[config.mk]
export PLATFORM = sky130hd
export DESIGN_NAME = decoder_scan_nx
export DESIGN_NICKNAME = d
export VERILOG_FILES = /design/src/rtl/decoder_pkg.sv /design/src/rtl/decoder_onehot.sv /design/src/rtl/decoder_scan_nx.sv
export SDC_FILE = /design/constraint.sdc
export NUM_CORES = 1
export LEC_CHECK = 0
export ABC_AREA = 0
export ABC_CLOCK_PERIOD_IN_PS = 1100
export CAP_MARGIN = 5
export CORE_AREA = 2 2 39 41
export DETAILED_ROUTE_END_ITERATION = 8
export DIE_AREA = 0 0 41 43
export GPL_ROUTABILITY_DRIVEN = 0
export PLACE_DENSITY_LB_ADDON = 0.12
export SLEW_MARGIN = 20
export SYNTH_ARGS = -nofsm -noshare
export SYNTH_HDL_FRONTEND = slang
export SYNTH_SLANG_ARGS = --single-unit
[constraint.sdc]
create_clock -name Clk -period 1.1 [get_ports Clk]
set_input_delay 0.275 -clock Clk [delete_from_list [all_inputs] [get_ports Clk]]
set_output_delay 0.275 -clock Clk [all_outputs]
set_load 0.05 [all_outputs]
[src/rtl/decoder_pkg.sv]
// rtl/decoder_pkg.sv - shared FSM states, mode constants and sizing helper for decoder_scan_nx
package decoder_pkg;

  typedef enum logic [1:0] {
    IDLE   = 2'd0,
    DIRECT = 2'd1,
    SCAN   = 2'd2
  } state_t;

  localparam logic MODE_DIRECT = 1'b0;
  localparam logic MODE_SCAN   = 1'b1;

  function automatic int cnt_width(input int dwell);
    return (dwell > 1) ? $clog2(dwell) : 1;
  endfunction

endpackage

[src/rtl/decoder_onehot.sv]
// rtl/decoder_onehot.sv - combinational N to 2^N decoder with selectable polarity
module decoder_onehot #(
  parameter int N          = 3,
  parameter int ACTIVE_LOW = 0
) (
  input  logic [N-1:0]        code,
  output logic [(1<<N)-1:0]   dec
);

  always_comb begin
    dec       = '0;
    dec[code] = 1'b1;
    if (ACTIVE_LOW != 0) dec = ~dec;
  end

endmodule

[src/rtl/decoder_scan_nx.sv]
// rtl/decoder_scan_nx.sv - registered one-hot select decoder, direct or scanned codes
// Scan mode, dwell counter and scan_tick exist only when DECODER_SCAN_EN is defined.
module decoder_scan_nx
  import decoder_pkg::*;
#(
  parameter int N              = 3,
  parameter int DWELL          = 4,
  parameter int SCAN_LAST      = (1 << N) - 1,
  parameter int OUT_ACTIVE_LOW = 0
) (
  input  logic                Clk,
  input  logic                Rst_n,
  input  logic                en,
  input  logic                mode,
  input  logic [N-1:0]        code_in,
  input  logic                code_vld,
  output logic [(1<<N)-1:0]   out,
  output logic [N-1:0]        cur_code,
  output logic                scan_tick
);

  localparam int W = 1 << N;
  localparam logic [W-1:0] OFF = {W{(OUT_ACTIVE_LOW != 0)}};

  state_t         state, state_nxt;
  logic [N-1:0]   code_nxt;
  logic           tick_nxt;
  logic [W-1:0]   dec;

`ifdef DECODER_SCAN_EN
  localparam int CW = cnt_width(DWELL);
  logic [CW-1:0]  cnt, cnt_nxt;
`else
  logic unused_cfg;
  assign unused_cfg = ^{mode, state, (DWELL > 1), (SCAN_LAST > 0)};
`endif

  always_comb begin
    code_nxt = cur_code;
    tick_nxt = 1'b0;
`ifdef DECODER_SCAN_EN
    cnt_nxt   = '0;
    state_nxt = !en ? IDLE : ((mode == MODE_SCAN) ? SCAN : DIRECT);
`else
    state_nxt = !en ? IDLE : DIRECT;
`endif
    case (state_nxt)
      DIRECT: if (code_vld) code_nxt = code_in;
`ifdef DECODER_SCAN_EN
      // The entry edge only loads a cleared count, so every code gets a full dwell.
      SCAN: if (state == SCAN) begin
        if (cnt == CW'(DWELL - 1)) begin
          code_nxt = (cur_code >= N'(SCAN_LAST)) ? '0 : cur_code + N'(1);
          tick_nxt = 1'b1;
        end else begin
          cnt_nxt = cnt + CW'(1);
        end
      end
`endif
      default: ;
    endcase
  end

  decoder_onehot #(.N(N), .ACTIVE_LOW(OUT_ACTIVE_LOW)) u_onehot (
    .code (code_nxt),
    .dec  (dec)
  );

  always_ff @(posedge Clk or negedge Rst_n) begin
    if (!Rst_n) begin
      state     <= IDLE;
      cur_code  <= '0;
      scan_tick <= 1'b0;
      out       <= OFF;
`ifdef DECODER_SCAN_EN
      cnt       <= '0;
`endif
    end else begin
      state     <= state_nxt;
      cur_code  <= code_nxt;
      scan_tick <= tick_nxt;
      out       <= (state_nxt == IDLE) ? OFF : dec;
`ifdef DECODER_SCAN_EN
      cnt       <= cnt_nxt;
`endif
    end
  end

endmodule

---- Word level (Yosys, flattened, before mapping) ----
Cells that the tools add are included.
cells by class
  $lt $le $gt $ge ......................... 2
  equal/unequal tests ..................... 1
  muxes and demuxes ....................... 6
  reduce and logical (&&, ||, !) cells .... 2
operator list
  cell                                                         count
  2-to-1 mux 8 bit                                             1
  2-to-1 mux 3 bit                                             2
  less-than comparator 3 x 4 -> 1 bit (second input constant)  1
  demux 1 bit (select 3 bit)                                   1
  >= comparator 3 x 1 -> 1 bit (second input constant)         1
  zero test 2 bit                                              1
  2-to-1 mux 1 bit                                             2
  equality test 1 bit (second input constant)                  1
  logical AND 1 bit                                            1
word-level totals
  register bits ........................... 11
  word-level logic and storage cells ...... 13

---- Logic depth before layout (Yosys ltp) ----
  depth after elaboration ................. 8
  gate-level depth with buffers ........... 3
  mapped depth without buffers ............ 3

---- Modules after synthesis ----
Synthesis repeated with hierarchy kept, for this count alone.
unflattened totals
  cell total of the unflattened synthesis .. 33
  area total of the unflattened synthesis .. 451.7 µm²
by module, submodules not included
  module           times used  cells an instance  area an instance (µm²)
  decoder_scan_nx  1           25                 386.6
  decoder_onehot   1           8                  65.1

---- Least setup slack after synthesis ----
Ideal clock, no wire load.
  path kind ............................... reg-to-reg
  start ................................... reg cur_code[2]
  end ..................................... reg out[2]
  arrival time ............................ 1.015 ns
  data required time ...................... 0.977 ns
  setup slack ............................. -0.038 ns
  cell stages (with the launch flop) ...... 4
  period minus slack after synthesis ...... 1.138 ns
  path through ............................ dfrtp_1 > inv_1 > a31oi_1 > nor2_1
on the way
  word-level cells in the longest chain between the ends .. 7
RTL lines
  what                                                                                                       RTL line               text
  from (decl)                                                                                                decoder_scan_nx.sv:18  output logic [N-1:0] cur_code,
  from (signal assigned)                                                                                     decoder_scan_nx.sv:80  cur_code <= code_nxt;
  2-to-1 mux 3 bit                                                                                           decoder_scan_nx.sv:48  DIRECT: if (code_vld) code_nxt = code_in;
  2-to-1 mux 3 bit *                                                                                         decoder_scan_nx.sv:47  case (state_nxt)
  less-than comparator 3 x 4 -> 1 bit (implied by the code) or >= comparator 3 x 1 -> 1 bit (tied branches)  decoder_onehot.sv:12   dec[code] = 1'b1;
  logical AND 1 bit (implied by the code)                                                                    decoder_onehot.sv:12
  2-to-1 mux 1 bit (implied by the code)                                                                     decoder_onehot.sv:12
  demux 1 bit (select 3 bit) *                                                                               n/a
  2-to-1 mux 8 bit *                                                                                         decoder_scan_nx.sv:82  out <= (state_nxt == IDLE) ? OFF : dec;
  to (signal assigned)                                                                                       decoder_scan_nx.sv:82
  to (decl)                                                                                                  decoder_scan_nx.sv:17  output logic [(1<<N)-1:0] out,
Every way passes the cells marked *; elsewhere a longest branch is shown, timed or not.

---- Worst setup path in the final report ----
  start ................................... reg cur_code[2]
  end ..................................... out cur_code[2]
No word-level cell between the ends.

==> results.py <==
metrics = {
    "logic_synthesis": {
        "yosys.area_share.simple_pct": 21.5,
        "synth_compound_area_share_pct": 5.25,
        "ys_seq_area_share_pct": 57.7,
        "netlist_area_sq_um": 477,
        "avgSynthCellArea_sq_um": 12.5,
        "synth_mux_area_share_pct": 11.5,
        "ys_ff_latch": 11,
        "synth-xor-area-share_pct": 0,
        "synth_top_family_by_area": "simple AND/OR/NAND/NOR gates",
        "synth-adder-area-share_pct": 0,
        "yosysWarnings": 0,
        "synthCells": 38,
        "netlist-cell-type-count": 14,
        "synth_fp_nets": 46,
    },
    "timing": {
        "finalSetupTns_ps": -29.6,
        "rsz0062_at_grt": "true",
        "finalCritPeriodShare_pct": 101,
        "layout_min_cycle_time_ps": 1110,
        "maxSlewViolCount": 0,
        "skew_ps": 0.454,
        "fmax_mhz": 898,
        "finalHoldViolations": 0,
        "setup_viol": 3,
        "finalWorstSetupSlack_ps": -13.3,
    },
    "setup_path": {
        "critPathKind": "reg -> out",
        "reg2reg_from": "cur_code[0]",
        "crit_path_start_kind": "register",
        "cp_cell_sequence": "buf_12",
        "end_kind": "primary output",
        "crit_fanout": 2,
        "timing.rr.end": "out[3]",
        "crit_family": "flip-flops",
        "cp.buffers_inverters": 1,
        "crit_slowest_cell": "dfrtp_2",
        "slowest_delay_ps": 430,
        "r2r_cells": 4,
        "crit_cells": 1,
        "arrival_ps": 840,
        "required_ps": 820,
        "rrSetupSlack_ps": 40,
    },
    "floorplanning": {
        "die_width_microns": 41,
        "die_y_microns": 43,
        "start_util_pct": 34.4,
        "ios": 20,
        "die-area_sq_mm": 0.00176,
        "core_area_sq_mm": 0.00138,
        "row_count": 14,
    },
    "detailed_routing": {
        "vias": 374,
        "wl_microns": 879,
        "route.detailed.drc": 0,
        "routedWlPerCell_microns": 11.1,
        "first_pass_iters": 4,
        "ant_nets": 0,
        "drt-initial-drc-count": 6,
        "routed_via_density": 4.73,
    },
    "global_routing": {
        "overflow": 0,
        "grt_start_max_net_pins": 12,
        "grt_pass1_vias": 363,
        "antenna_found_initial": 0,
        "grt_pass1_wl_microns": 1490,
        "grt_usage_pct": 12.6,
    },
    "clock_tree": {
        "cts_max_level": 1,
        "numCtsBuffers": 3,
        "hold_buffers": 0,
        "cts_root_buf": "clkbuf_4",
        "cts_tree": "done",
        "path_clk_slew_ps": 60,
        "clk_latency_ps": 260,
        "clock_path_buffers": 2,
        "cts_sinks": 11,
    },
    "pwr": {
        "vdd_drop_max_mv": 0.712,
        "finalPower_uw": 1180,
        "power_density_mw_per_mm2": 1360,
        "cellLeakagePower_uw": 0.000404,
    },
    "min_path": {
        "hold_class": "in -> async",
    },
    "final_layout": {
        "syn_to_final_growth_pct": 82.2,
        "fin_util_pct": 62.7,
        "n_fill_cell": 102,
        "layout_common_cells": "buf_12 (11), dfrtp_1 (8), nor2_1 (7), buf_4 (5), dlygate4sd2_1 (4)",
        "nNetsFinal": 72,
        "antenna_cells": 0,
        "drive_above_1_share_pct": 57.1,
        "final_common_cell": "buf_12",
    },
    "place": {
        "numPortBuffers": 17,
        "dpl_worst_slack_ps": -402,
        "hpwl_microns": 697,
    },
    "run_status": {
        "status": "complete, but fails checks",
        "failed_checks": "setup timing",
    },
    "job": {
        "cap_violations": 0,
    },
}
[routing by layer]
| layer | wire length, microns | GRT usage, % |
|---|---|---|
| met5 | 0 | 0 |
| met4 | 11 | 4.00 |
| met3 | 70 | 3.14 |
| met2 | 455 | 20.9 |
| met1 | 341 | 15.0 |
[stage by stage]
| stage | area [sq um] | std cells | hold slack (ps) |
|---|---|---|---|
| 6_report | 868 | 79 | 305 |
| 5_1_grt | 868 | 79 | 315 |
| 4_1_cts | 851 | 79 | 312 |
| 3_5_place_dp | 787 | 72 | 563 |
| 3_3_place_gp | 787 | 72 | 559 |
| 2_1_floorplan | 479 | 38 | -20.6 |
[sequential cells by signal, indices dropped and copies added, names as in the netlist]
name,cells
out,8
cur_code,3
[worst max path at each step]
stage | slack (ps) | end | from
after floorplan | 0.1 | out[4] | cur_code[1]
after global placement | -360 | out[3] | code_vld
after detailed placement | -400 | out[2] | code_vld
after CTS | -20 | cur_code[2] | cur_code[2]
after global routing | -40 | cur_code[2] | cur_code[2]
final | -10 | cur_code[2] | cur_code[2]
[repair_timing]
item,in CTS,in global routing
endpoints found under the setup margin,14,19
resized for setup,8,4
pin swaps,0,1
setup buffers,3,0
[power by group]
| part | switching (uW) | internal (uW) |
|---|---|---|
| registers | 31.5 | 441 |
| logic | 229 | 225 |
| clock network | 119 | 140 |
[kinds of logic (layout without fill, tap and decap cells)]
| kind of cell | after synthesis | count (layout) |
|---|---|---|
| buffers and inverters | 3 | 28 |
| AOI/OAI and AO/OA | 4 | 4 |
| DFF | 11 | 11 |
| muxes | 4 | 4 |
| other | 1 | 1 |
| and+or+nand+nor | 15 | 15 |
[Yosys cell counts]
library cell  count  area (sq um)
nand2b_4          1          13.8
nand2_4           1          11.3
mux2_4            3          45.0
nor2_1            8          30.0
dfrtp_1          11           275
and4bb_2          1          12.5
inv_1             2          7.51
and4_1            1          8.76
a31oi_1           4          25.0
and4b_2           2          22.5
nand2_1           1          3.75
mux2i_1           1          10.0
conb_1            1          3.75
buf_4             1          7.51
[cell type report]
type / instances / area, sq um / area share [%]
sequential: 11 / 279 / 32.1
tap: 16 / 20.0 / 2.31
clock buffer: 4 / 26.3 / 3.03
inverter: 2 / 7.51 / 0.865
timing repair buffer: 22 / 313 / 36.0
multi-input combinational: 24 / 223 / 25.6
(Power assumes the default switching activity.)
